$ cat config.mk
export PLATFORM = sky130hd
export DESIGN_NAME = pwm_decoder_flat
export DESIGN_NICKNAME = d
export VERILOG_FILES = /design/src/rtl/pwm_decoder_if.sv /design/src/rtl/pwm_decoder.sv /design/src/flat_wrapper.sv
export SDC_FILE = /design/constraint.sdc
export NUM_CORES = 1
export LEC_CHECK = 0
export CAP_MARGIN = 20
export CORE_ASPECT_RATIO = 0.75
export CORE_MARGIN = 4
export CORE_UTILIZATION = 58
export CTS_CLUSTER_DIAMETER = 120
export DETAILED_ROUTE_END_ITERATION = 7
export DONT_BUFFER_PORTS = 1
export PLACE_DENSITY = 0.76
export SKIP_CTS_REPAIR_TIMING = 1
export SYNTH_ARGS = -nofsm -noshare
export SYNTH_HDL_FRONTEND = slang
export SYNTH_SLANG_ARGS = --single-unit
$ cat constraint.sdc
create_clock -name clk -period 6.9 [get_ports clk]
set_input_delay 0.345 -clock clk [delete_from_list [all_inputs] [get_ports clk]]
set_output_delay 0.345 -clock clk [all_outputs]
set_load 0.05 [all_outputs]
$ cat src/rtl/pwm_decoder_if.sv
// Purpose: bundles the four raw PWM pins and the decoded width/strobe/lost outputs.
// Latency: none, wiring only.
// Backpressure: none; results are strobed and the consumer must take them in that cycle.
interface pwm_decoder_if;
  // Raw receiver pins, asynchronous to clk
  logic [3:0]  pwm_in;
  // Last accepted width minus OFFSET, per channel
  logic [11:0] val [0:3];
  // One-cycle strobe: val[i] was updated this cycle
  logic [3:0]  valid;
  // Channel has had no accepted pulse recently (or ever since reset)
  logic [3:0]  lost;

  // Side that drives the pins and consumes decoded widths
  modport master (
    output pwm_in,
    input  val,
    input  valid,
    input  lost
  );

  // The decoder itself
  modport slave (
    input  pwm_in,
    output val,
    output valid,
    output lost
  );
endinterface

$ cat src/rtl/pwm_decoder.sv
// Purpose: four-channel RC PWM high-time decoder with glitch/overlength rejection and loss detect.
// Latency: val/valid update 3 clk edges after the first edge that samples the pin low.
// Backpressure: none; valid is a one-cycle strobe, val holds until the next accepted pulse.
module pwm_decoder #(
  parameter int OFFSET    = 1000,
  parameter int MIN_WIDTH = 500,
  parameter int MAX_WIDTH = 2500,
  parameter int TIMEOUT   = 25000
) (
  input  logic         clk,
  input  logic         rst,
  pwm_decoder_if.slave bus
);

  localparam int SW = $clog2(TIMEOUT + 1);

  localparam logic [1:0] WAIT_LOW  = 2'd0;
  localparam logic [1:0] WAIT_RISE = 2'd1;
  localparam logic [1:0] MEASURE   = 2'd2;

  localparam logic [11:0]   MIN_V = 12'(MIN_WIDTH);
  localparam logic [11:0]   MAX_V = 12'(MAX_WIDTH);
  localparam logic [12:0]   OFF_V = 13'(OFFSET);
  localparam logic [SW-1:0] TO_V  = SW'(TIMEOUT);

  logic [11:0] val_v [0:3];
  logic [3:0]  valid_v;
  logic [3:0]  lost_v;

  // The synchronizers come out of reset holding 0, which would look like a
  // genuine low level on a pin that is actually mid-pulse. Until s2 carries a
  // real pin sample, WAIT_LOW must not trust it, otherwise the tail of a pulse
  // in progress at reset release would be measured as a complete pulse.
  logic [1:0] arm;
  logic       armed;

  // Count the two edges needed to flush reset zeros out of s1/s2
  always_ff @(posedge clk or posedge rst) begin
    if (rst) begin
      arm <= 2'd0;
    end else if (arm != 2'd2) begin
      arm <= arm + 2'd1;
    end
  end

  assign armed = (arm == 2'd2);

  genvar i;
  generate
    for (i = 0; i < 4; i++) begin : g_ch
      logic          s1, s2, s3;
      logic          rise, fall;
      logic [1:0]    state;
      logic [11:0]   cnt;
      logic          pend;
      logic [11:0]   pend_w;
      logic [11:0]   val_q;
      logic          valid_q;
      logic [SW-1:0] sil;
      logic          seen;

      // Bring the asynchronous pin into the clk domain; s3 is the edge-detect history
      always_ff @(posedge clk or posedge rst) begin
        if (rst) begin
          s1 <= 1'b0;
          s2 <= 1'b0;
          s3 <= 1'b0;
        end else begin
          s1 <= bus.pwm_in[i];
          s2 <= s1;
          s3 <= s2;
        end
      end

      assign rise = s2 & ~s3;
      assign fall = ~s2 & s3;

      // Pulse measurement FSM; pend flags an in-range width for the output stage
      always_ff @(posedge clk or posedge rst) begin
        if (rst) begin
          state  <= WAIT_LOW;
          cnt    <= 12'd0;
          pend   <= 1'b0;
          pend_w <= 12'd0;
        end else begin
          pend <= 1'b0;
          case (state)
            WAIT_LOW: begin
              if (armed && !s2) begin
                state <= WAIT_RISE;
              end
            end
            WAIT_RISE: begin
              if (rise) begin
                cnt   <= 12'd1;
                state <= MEASURE;
              end
            end
            MEASURE: begin
              if (fall) begin
                // cnt already equals the number of edges that sampled the pin high
                state <= WAIT_RISE;
                if (cnt >= MIN_V && cnt <= MAX_V) begin
                  pend   <= 1'b1;
                  pend_w <= cnt;
                end
              end else if (s2) begin
                // Overlength: abandon before cnt can pass MAX_WIDTH, and wait
                // for the pin to drop so the remainder is not measured
                if (cnt >= MAX_V) begin
                  state <= WAIT_LOW;
                end else begin
                  cnt <= cnt + 12'd1;
                end
              end
            end
            default: begin
              state <= WAIT_LOW;
            end
          endcase
        end
      end

      // Convert an accepted width to an offset value, clamping below OFFSET to 0
      always_ff @(posedge clk or posedge rst) begin
        if (rst) begin
          val_q   <= 12'd0;
          valid_q <= 1'b0;
        end else begin
          valid_q <= pend;
          if (pend) begin
            if ({1'b0, pend_w} < OFF_V) begin
              val_q <= 12'd0;
            end else begin
              val_q <= 12'({1'b0, pend_w} - OFF_V);
            end
          end
        end
      end

      // Silence counter: cleared on the same edge valid rises, else saturates at TIMEOUT
      always_ff @(posedge clk or posedge rst) begin
        if (rst) begin
          sil  <= '0;
          seen <= 1'b0;
        end else if (pend) begin
          sil  <= '0;
          seen <= 1'b1;
        end else if (sil != TO_V) begin
          sil <= sil + 1'b1;
        end
      end

      assign val_v[i]   = val_q;
      assign valid_v[i] = valid_q;
      assign lost_v[i]  = !seen || (sil == TO_V);
    end
  endgenerate

  assign bus.val   = val_v;
  assign bus.valid = valid_v;
  assign bus.lost  = lost_v;

endmodule
$ cat src/flat_wrapper.sv
// flat-port wrapper written by rule: the top's interface ports become plain ports
module pwm_decoder_flat 
#(
  parameter int OFFSET    = 1000,
  parameter int MIN_WIDTH = 500,
  parameter int MAX_WIDTH = 2500,
  parameter int TIMEOUT   = 25000
)
  (clk, rst, bus_pwm_in, bus_val, bus_valid, bus_lost);
  pwm_decoder_if bus_i ();
  input  logic clk;
  input  logic rst;
  input wire logic [$bits(bus_i.pwm_in)-1:0] bus_pwm_in;
  output wire logic [$bits(bus_i.val)-1:0] bus_val;
  output wire logic [$bits(bus_i.valid)-1:0] bus_valid;
  output wire logic [$bits(bus_i.lost)-1:0] bus_lost;
  assign bus_i.pwm_in = bus_pwm_in;
  assign bus_val = {>>{bus_i.val}};
  assign bus_valid = bus_i.valid;
  assign bus_lost = bus_i.lost;
  pwm_decoder #(.OFFSET(OFFSET), .MIN_WIDTH(MIN_WIDTH), .MAX_WIDTH(MAX_WIDTH), .TIMEOUT(TIMEOUT)) u_core (.clk(clk), .rst(rst), .bus(bus_i));
endmodule
==> results of run 1 <==
[cell type report]
cell class	instances	area [sq um]	share of cell area
Multi-Input combinational cell	782	5150	0.402
Tap cell	253	317	0.0247
Clock buffer	35	683	0.0533
Timing Repair Buffer	11	95.1	0.00742
Inverter	111	424	0.0331
Sequential cell	238	5960	0.464
Clock inverter	9	195	0.0152
[through the flow]
step           hold slack [ns]  instance area, sq um
6_report                 0.354                 12800
5_1_grt                  0.377                 12800
4_1_cts                 -0.194                 12800
3_5_place_dp             0.343                 11900
3_3_place_gp             0.342                 11900
2_1_floorplan            0.331                 11800
[placed cells by master (no fill, tap or decap), types with 18 or more instances in the layout]
cell type  count
dfrtp_1      238
nor2_1       121
inv_1        110
nand2_1       87
xor2_1        51
nand3_1       49
o21ai_0       49
o22ai_1       47
ha_1          37
xnor2_1       31
mux2_2        31
a21oi_1       26
clkbuf_16     25
nand4_1       22
mux2i_1       18
[routing by layer]
metal	global-route usage	vias up
li1	-	4080
met1	0.307	4073
met2	0.300	187
met3	0.0350	35
met4	0.0417	0
met5	0	-
[logic make-up (layout without fill, tap and decap cells)]
logic type / after synthesis / after routing / share of synthesized area
xor+xnor: 82 / 82 / 0.0610
flops: 238 / 238 / 0.506
buf+inv: 163 / 166 / 0.0566
mux: 51 / 51 / 0.0469
simple gates: 400 / 400 / 0.171
fa+ha+maj: 37 / 37 / 0.0393
compound gates: 212 / 212 / 0.119
[report_power, final]
group / switching [W] / internal, W / leakage (nW)
Sequential: 0.0000514 / 0.00144 / 3.20
Clock: 0.000521 / 0.000911 / 0.428
Combinational: 0.000391 / 0.000199 / 1.99
Total: 0.000963 / 0.00255 / 5.62
[sequential cells by signal, summed over array words and instances (netlist names)]
name,count
u_core.g_ch.s1,4
u_core.arm,2
u_core.g_ch.valid_q,4
u_core.g_ch.pend_w,48
u_core.g_ch.cnt,48
u_core.g_ch.seen,4
u_core.g_ch.val_q,48
u_core.g_ch.s3,4
u_core.g_ch.state,8
u_core.g_ch.sil,60
u_core.g_ch.pend,4
u_core.g_ch.s2,4
[path summary, 6_finish.rpt]
check | startpoint | end | slack (ns)
max | u_core.g_ch[2].sil[0]$_DFFE_PP0P_ | bus_lost[2] | 3.90
min | u_core.g_ch[2].s1$_DFF_PP0_ | u_core.g_ch[2].s2$_DFF_PP0_ | 0.35
max reg2reg | u_core.g_ch[1].state[0]$_DFFE_PP0P_ | u_core.g_ch[1].pend_w[5]$_DFFE_PP0P_ | 4.00
min reg2reg | u_core.g_ch[2].s1$_DFF_PP0_ | u_core.g_ch[2].s2$_DFF_PP0_ | 0.35
max in group asynchronous | rst | u_core.g_ch[0].valid_q$_DFF_PP0_ | 5.10
min in group asynchronous | rst | u_core.g_ch[1].val_q[1]$_DFFE_PP0P_ | 0.46
==> results.sh, run 1 <==
export IMPL_drt_met1_wl_mm=11.1
export IMPL_drive_above_1_share=0.0784
export IMPL_clkSinkCount=238
export IMPL_fill_cells=1510
export IMPL_post_synth_top_area_fraction=0.506
export IMPL_dieHeight_microns=131
export IMPL_initial_antenna_violation_count=0
export IMPL_path_delay_family="simple AND/OR/NAND/NOR gates"
export IMPL_post_layout_total_power_w=0.00351
export IMPL_place_detailed_hpwl_mm=15.4
export IMPL_yosysMostFrequentCell="dfrtp_1"
export IMPL_max_slew_margin=0.330
export IMPL_io_pins=62
export IMPL_drcViolationCount=0
export IMPL_post_drt_via_cell_ratio=5.82
export IMPL_ir_worst_vdd_mv=0.195
export IMPL_setup_total_negative_slack_ns=0
export IMPL_synth_flop_cell="dfrtp_1"
export IMPL_clk_insertion_delay_late_ns=0.51
export IMPL_power_density_mw_per_mm2=274
export IMPL_dp_cells=1390
export IMPL_final_min_period_over_clock_period=0.435
export IMPL_gp_congestion=0.853
export IMPL_detail_route_antenna_nets=0
export IMPL_grt_setup_unrepaired="no"
export IMPL_clk_root_buffer_cell="clkbuf_16"
export IMPL_synth_edf_count=0
export IMPL_1st_iter_drt_viols=780
export IMPL_max_freq_mhz=333
export IMPL_grt_util_all_layers=0.199
export IMPL_yosys_area_top_type="dfrtp_1"
export IMPL_start_util=0.599
export IMPL_critPathMaxFanout=5
export IMPL_place_worst_setup_slack_ns=3.98
export IMPL_yosys_register_bits=238
export IMPL_timing_critical_path_required_ns=6.55
export IMPL_syn_avg_cell_area_sq_um=9.95
export IMPL_wl_mm=22.5
export IMPL_drv_max_cap_violation_count=0
export IMPL_final_core_util=0.652
export IMPL_timing_critical_path_cells="inv_1, ha_1, or4bb_1, or4_1, nand2_1"
export IMPL_setup_viol_count_final=0
export IMPL_synth_area_sq_mm=0.0118
export IMPL_synth_sequential_area_ratio=0.506
export IMPL_route_met2_wl_mm=9.90
export IMPL_fin_skew_ns=0.0105
export IMPL_critPathBufInv=1
export IMPL_dr_total_vias=8375
export IMPL_min_delay_path_depth=0
export IMPL_asyncSetResetFlopFracSynth=1.00
export IMPL_depth_of_the_worst_register_to_register_path=7
export IMPL_met3_wirelength_mm=1.14
export IMPL_worstSetupPathDepth=5
export IMPL_min_delay_path_class="flip-flop to flip-flop"
export IMPL_ys_types=70
export IMPL_row_count=44
export IMPL_io_buffer_count=0
export IMPL_total_leakage_power_nw=5.62
export IMPL_postSynthNetCount=1226
export IMPL_post_synth_most_frequent_cells="238 x dfrtp_1, 121 x nor2_1, 111 x inv_1"
export IMPL_cts_tree="done"
export IMPL_crit_path_start_kind="flip-flop"
export IMPL_diodes=0
export IMPL_setup_worst_path_end_class="output port"
export IMPL_final_min_clock_period_ns=3.00
export IMPL_synth_area_leaders="dfrtp_1 51%, ha_1 3.9%, nor2_1 3.9%"
export IMPL_drt_pass1_iterations=5
export IMPL_coreArea_sq_mm=0.0197
export IMPL_clk_pin_slew_ns=0.06
export IMPL_cts_root_to_sink_buffers=3
export IMPL_first_pass_grt_wire_length_mm=39.4
export IMPL_postSynthCellCount=1183
export IMPL_number_of_warning_messages_in_the_yosys_log=0
export IMPL_timing_max_transition_violations_final=0
export IMPL_worst_ep_arrival_time_ns=2.66
export IMPL_detail_route_wl_per_cell_microns=15.6
export IMPL_final_setup_worst_slack_ns=3.90
export IMPL_global_route_overflow_total=0
export IMPL_maximum_cell_stage_delay_along_the_critical_path_ns=0.63
export IMPL_vias_in_the_first_global_route=8014
export IMPL_area_delta_synth_final_pct=8.89
export IMPL_number_of_clock_buffers_inserted_by_tritoncts=24
export IMPL_timing_setup_critical_path_class="flip-flop to output port"
export IMPL_hold_violation_count_in_the_final_report=0
export IMPL_htree_num_levels=1
export IMPL_die_w_microns=173
export IMPL_outcome="complete, no violations"
export IMPL_route_top_layer_used="met4"
export IMPL_grt_start_max_net_pins=96
export IMPL_timing_worst_slew_pin_value_ns=1.01
export IMPL_timing_critical_path_slowest_stage_cell="or4_1"
export IMPL_die_area_sq_mm=0.0227
export IMPL_nets=1211
export IMPL_final_cell_count_no_fill=1439
No activity file was read; power rests on OpenSTA's default activity.
==> run 2, diff against run 1 <==
clock period = 2.5 ns   (was 6.9 ns; I/O delays follow)
==> run 2 against run 1 <==
  * Power increased to 2.7 times the previous value
  * Largest cell class unchanged
  * Cell area is 1.2% higher
  * Combinational power rose to 3.0 times the previous value
  * Hold slack got worse by 0.17 ns
  * Die area stayed put
  * Sequential share of layout area decreased by 0.57 points
  * Register-to-register slack worse by 3.7 ns
==> results.sh, run 2 (same netlist as run 1, synthesis figures left out) <==
export IMPL_detail_route_antenna_nets=0
export IMPL_cts_root_to_sink_buffers=3
export IMPL_clk_insertion_delay_late_ns=0.51
export IMPL_regMostFlops="u_core.g_ch.sil"
export IMPL_drt_pass1_iterations=5
export IMPL_final_core_util=0.661
export IMPL_dr_total_vias=8370
export IMPL_largest_register_ff_count=60
export IMPL_drive_above_1_share=0.103
export IMPL_worst_ep_arrival_time_ns=2.30
export IMPL_most_common_layout_cells="238 x dfrtp_1, 121 x nor2_1, 110 x inv_1"
export IMPL_critPathMaxFanout=4
export IMPL_post_layout_total_power_w=0.00945
export IMPL_setup_viol_count_final=0
export IMPL_critPathBufInv=1
export IMPL_area_delta_synth_final_pct=10.3
export IMPL_final_min_period_over_clock_period=0.969
export IMPL_timing_critical_path_required_ns=2.38
export IMPL_outcome="complete, no violations"
export IMPL_clkSinkCount=238
export IMPL_start_util=0.599
export IMPL_grt_start_max_net_pins=62
export IMPL_place_detailed_hpwl_mm=15.7
export IMPL_timing_critical_path_cells="or4_1, or4_4, nand2_2, buf_6"
export IMPL_gp_congestion=0.861
export IMPL_clk_pin_slew_ns=0.06
export IMPL_design_area_sq_mm=0.0130
export IMPL_hold_violation_count_in_the_final_report=0
export IMPL_timing_setup_critical_path_class="flip-flop to output port"
export IMPL_drcViolationCount=0
export IMPL_setup_worst_path_end_class="output port"
export IMPL_final_min_clock_period_ns=2.42
export IMPL_1st_iter_drt_viols=731
export IMPL_detail_route_wl_per_cell_microns=15.4
export IMPL_maximum_cell_stage_delay_along_the_critical_path_ns=0.56
export IMPL_io_buffer_count=0
export IMPL_post_drt_via_cell_ratio=5.74
export IMPL_crit_path_start_kind="flip-flop"
export IMPL_diodes=0
export IMPL_fin_skew_ns=0.0140
export IMPL_cts_tree="done"
export IMPL_fill_cells=1525
export IMPL_timing_critical_path_slowest_stage_cell="or4_4"
export IMPL_first_pass_grt_wire_length_mm=39.9
export IMPL_drv_max_cap_violation_count=0
export IMPL_io_pins=62
export IMPL_nets=1234
export IMPL_initial_antenna_violation_count=0
export IMPL_clk_root_buffer_cell="clkbuf_16"
export IMPL_path_delay_family="simple AND/OR/NAND/NOR gates"
export IMPL_min_delay_path_class="input port to flip-flop"
export IMPL_setup_total_negative_slack_ns=0
export IMPL_final_common_cell="dfrtp_1"
export IMPL_total_leakage_power_nw=5.71
export IMPL_timing_worst_slew_pin_value_ns=0.741
export IMPL_coreArea_sq_mm=0.0197
export IMPL_dieHeight_microns=131
export IMPL_max_freq_mhz=413
export IMPL_number_of_clock_buffers_inserted_by_tritoncts=23
export IMPL_die_area_sq_mm=0.0227
export IMPL_row_count=44
export IMPL_vias_in_the_first_global_route=8080
export IMPL_ir_worst_vdd_mv=0.498
export IMPL_placed_cell_area_sq_mm=0.0121
export IMPL_wl_mm=22.5
export IMPL_die_w_microns=173
export IMPL_global_route_overflow_total=0
export IMPL_timing_max_transition_violations_final=0
export IMPL_power_density_mw_per_mm2=728
export IMPL_htree_num_levels=1
export IMPL_grt_util_all_layers=0.202
export IMPL_max_slew_margin=0.503
==> run 2: changes by cell type in the layout (fill, tap and decap cells not counted), sizes merged <==
cell      change
buf          +24
bufinv        -3
clkbuf        -6
clkinv        +1
clkinvlp      +3
==> run 2: routing by layer <==
metal / routed length (microns) / share of wire / track usage / up-vias
met4: 387 / 0.017 / 0.0452 / 0
met2: 9980 / 0.44 / 0.306 / 169
met5: 0 / 0 / 0 / -
met1: 11100 / 0.49 / 0.309 / 4064
met3: 1010 / 0.045 / 0.0333 / 35
li1: - / - / - / 4102
==> run 2: area by class of cell <==
class	count	area, sq um	share of cell area
tap	253	317	0.0244
sequential	238	5960	0.459
inverter	111	420	0.0324
clock buffer	29	648	0.0499
multi-input combinational	782	5180	0.399
clock inverter	10	134	0.0103
timing repair buffer	35	327	0.0252
==> run 2: worst paths after layout <==
path | from | to | slack [ns] | cells past startpoint
max | u_core.g_ch[2].sil[12]$_DFFE_PP0P_ | bus_lost[2] | 0.08 | 4
min | bus_pwm_in[2] | u_core.g_ch[2].s1$_DFF_PP0_ | 0.18 | 1
max reg2reg | u_core.g_ch[2].state[0]$_DFFE_PP0P_ | u_core.g_ch[2].pend_w[5]$_DFFE_PP0P_ | 0.31 | 7
min reg2reg | u_core.g_ch[1].s1$_DFF_PP0_ | u_core.g_ch[1].s2$_DFF_PP0_ | 0.35 | 0
max in group asynchronous | rst | u_core.g_ch[1].val_q[7]$_DFFE_PP0P_ | 1.43 | 4
min in group asynchronous | rst | u_core.g_ch[3].cnt[11]$_DFFE_PP0P_ | 0.21 | 2
==> run 2: where the power goes <==
group	internal [W]	leakage (nW)	switching, W
Combinational	0.000655	2.13	0.00111
Clock	0.00214	0.383	0.00143
Sequential	0.00398	3.20	0.000137
==> run 2: metrics by stage <==
step	hold WS, ns	std cells	setup WS, ns
global placement	0.131	1411	0.356
floorplan	0.156	1183	-0.745
finish	0.183	1458	0.0779
CTS	-0.411	1451	-0.233
global route	0.182	1458	-0.00143
detailed placement	0.132	1412	0.310
==> run 3, diff against run 2 <==
RECOVER_POWER = 25   (was default)
==> run 3 against run 2 <==
  * Sequential share of layout area increased by 0.19 points
  * Sequential power is essentially flat
  * Critical endpoint unchanged
  * Critical path depth is 2 higher
  * Final cell count unchanged
  * Die area unchanged
  * Largest power group unchanged
==> results.sh, run 3 (same netlist as run 1, synthesis figures left out) <==
export IMPL_power_density_mw_per_mm2=730
export IMPL_1st_iter_drt_viols=729
export IMPL_timing_setup_critical_path_class="flip-flop to output port"
export IMPL_final_setup_worst_slack_ns=0.0768
export IMPL_design_area_sq_mm=0.0129
export IMPL_max_slew_margin=0.104
export IMPL_gp_congestion=0.861
export IMPL_drv_max_cap_violation_count=0
export IMPL_drive_above_1_share=0.101
export IMPL_dieHeight_microns=131
export IMPL_most_common_layout_cells="238 x dfrtp_1, 121 x nor2_1, 110 x inv_1"
export IMPL_io_pins=62
export IMPL_post_drt_via_cell_ratio=5.74
export IMPL_placed_cell_area_sq_mm=0.0121
export IMPL_setup_reg_to_reg_worst_slack_ns=0.31
export IMPL_first_pass_grt_wire_length_mm=39.9
export IMPL_clkSinkCount=238
export IMPL_post_layout_total_power_w=0.00943
export IMPL_die_area_sq_mm=0.0227
export IMPL_setup_worst_path_end_class="output port"
export IMPL_htree_num_levels=1
export IMPL_detail_route_antenna_nets=0
export IMPL_final_common_cell="dfrtp_1"
export IMPL_grt_start_max_net_pins=62
export IMPL_min_delay_path_depth=1
export IMPL_final_min_clock_period_ns=2.42
export IMPL_min_delay_worst_endpoint="u_core.g_ch[2].s1$_DFF_PP0_"
export IMPL_timing_critical_path_slowest_stage_cell="or4_4"
export IMPL_timing_worst_slew_pin_value_ns=1.34
export IMPL_clk_insertion_delay_late_ns=0.51
export IMPL_global_route_overflow_total=0
export IMPL_wl_mm=22.5
export IMPL_clk_root_buffer_cell="clkbuf_16"
export IMPL_timing_critical_path_cells="inv_1, ha_1, or4bb_1, or4_4, nand2_2, buf_6"
export IMPL_outcome="complete, no violations"
export IMPL_cts_root_to_sink_buffers=3
export IMPL_die_w_microns=173
export IMPL_place_detailed_hpwl_mm=15.7
export IMPL_min_delay_path_class="input port to flip-flop"
export IMPL_fin_skew_ns=0.0132
export IMPL_diodes=0
export IMPL_cts_tree="done"
export IMPL_total_leakage_power_nw=5.69
export IMPL_ir_worst_vdd_mv=0.498
export IMPL_worst_ep_arrival_time_ns=2.30
export IMPL_timing_critical_path_required_ns=2.38
export IMPL_crit_path_start_kind="flip-flop"
export IMPL_coreArea_sq_mm=0.0197
export IMPL_final_min_period_over_clock_period=0.969
export IMPL_regMostFlops="u_core.g_ch.sil"
export IMPL_grt_util_all_layers=0.202
export IMPL_hp_start="bus_pwm_in[2]"
export IMPL_initial_antenna_violation_count=0
export IMPL_drcViolationCount=0
export IMPL_crit_reg_reg_startpoint="u_core.g_ch[2].state[0]$_DFFE_PP0P_"
export IMPL_max_freq_mhz=413
export IMPL_place_worst_setup_slack_ns=0.310
export IMPL_nets=1234
export IMPL_hold_violation_count_in_the_final_report=0
export IMPL_vias_in_the_first_global_route=8080
export IMPL_worstReg2RegEnd="u_core.g_ch[2].pend_w[5]$_DFFE_PP0P_"
export IMPL_setup_viol_count_final=0
export IMPL_depth_of_the_worst_register_to_register_path=7
export IMPL_timing_max_transition_violations_final=0
export IMPL_io_buffer_count=0
export IMPL_start_util=0.599
export IMPL_area_delta_synth_final_pct=9.81
export IMPL_drt_pass1_iterations=5
export IMPL_critPathMaxFanout=3
export IMPL_maximum_cell_stage_delay_along_the_critical_path_ns=0.52
export IMPL_dr_total_vias=8366
export IMPL_largest_register_ff_count=60
export IMPL_clk_pin_slew_ns=0.07
export IMPL_number_of_clock_buffers_inserted_by_tritoncts=23
export IMPL_detail_route_wl_per_cell_microns=15.4
export IMPL_row_count=44
==> run 3: report_power, final <==
group	switching, W	internal, W
registers	0.000137	0.00398
logic	0.00111	0.000647
clock network	0.00143	0.00214
==> run 3: metal layers <==
layer	GRT usage	part of all wire	vias to the layer above
li1	-	-	4109
met1	0.309	0.49	4059
met2	0.306	0.45	163
met3	0.0333	0.043	35
met4	0.0452	0.017	0
met5	0	0	-
==> run 3: how the worst max path moves through the flow <==
stage / start / to / slack (ns) / cells after the start
floorplan: rst / u_core.arm[0]$_DFFE_PP0P_ / -0.74 / 1
global placement: u_core.g_ch[3].sil[0]$_DFFE_PP0P_ / bus_lost[3] / 0.36 / 5
detailed placement: u_core.g_ch[2].state[0]$_DFFE_PP0P_ / u_core.g_ch[2].pend_w[5]$_DFFE_PP0P_ / 0.31 / 7
CTS: u_core.g_ch[3].sil[0]$_DFFE_PP0P_ / bus_lost[3] / -0.23 / 5
global route: u_core.g_ch[3].sil[0]$_DFFE_PP0P_ / bus_lost[3] / -0.001 / 5
finish: u_core.g_ch[2].sil[1]$_DFFE_PP0P_ / bus_lost[2] / 0.08 / 6
==> run 3: through the flow <==
| stage | utilization | hold WS [ns] | setup TNS [ns] | std cells |
|---|---|---|---|---|
| 6_report | 0.658 | 0.184 | 0 | 1458 |
| 5_1_grt | 0.658 | 0.182 | -0.00143 | 1458 |
| 4_1_cts | 0.656 | -0.411 | -0.345 | 1451 |
| 3_5_place_dp | 0.616 | 0.132 | 0 | 1412 |
| 3_3_place_gp | 0.616 | 0.131 | 0 | 1411 |
| 2_1_floorplan | - | 0.156 | -177.28 | 1183 |
==> run 3: worst max-delay path, delay by kind of cell, from the launching register on <==
kind                     cells  cell delay [ns]
AND/OR/NAND/NOR              3             1.02
adder cells (fa/ha/maj)      1             0.14
buffers and inverters        2             0.24
flip-flops                   1             0.40
==> run 3: final cells by class <==
cell class | count | area [sq um]
Tap cell | 253 | 317
Inverter | 111 | 418
Multi-Input combinational cell | 782 | 5180
Timing Repair Buffer | 35 | 277
Clock inverter | 10 | 134
Fill cell | 1533 | 6720
Sequential cell | 238 | 5960
Clock buffer | 29 | 648
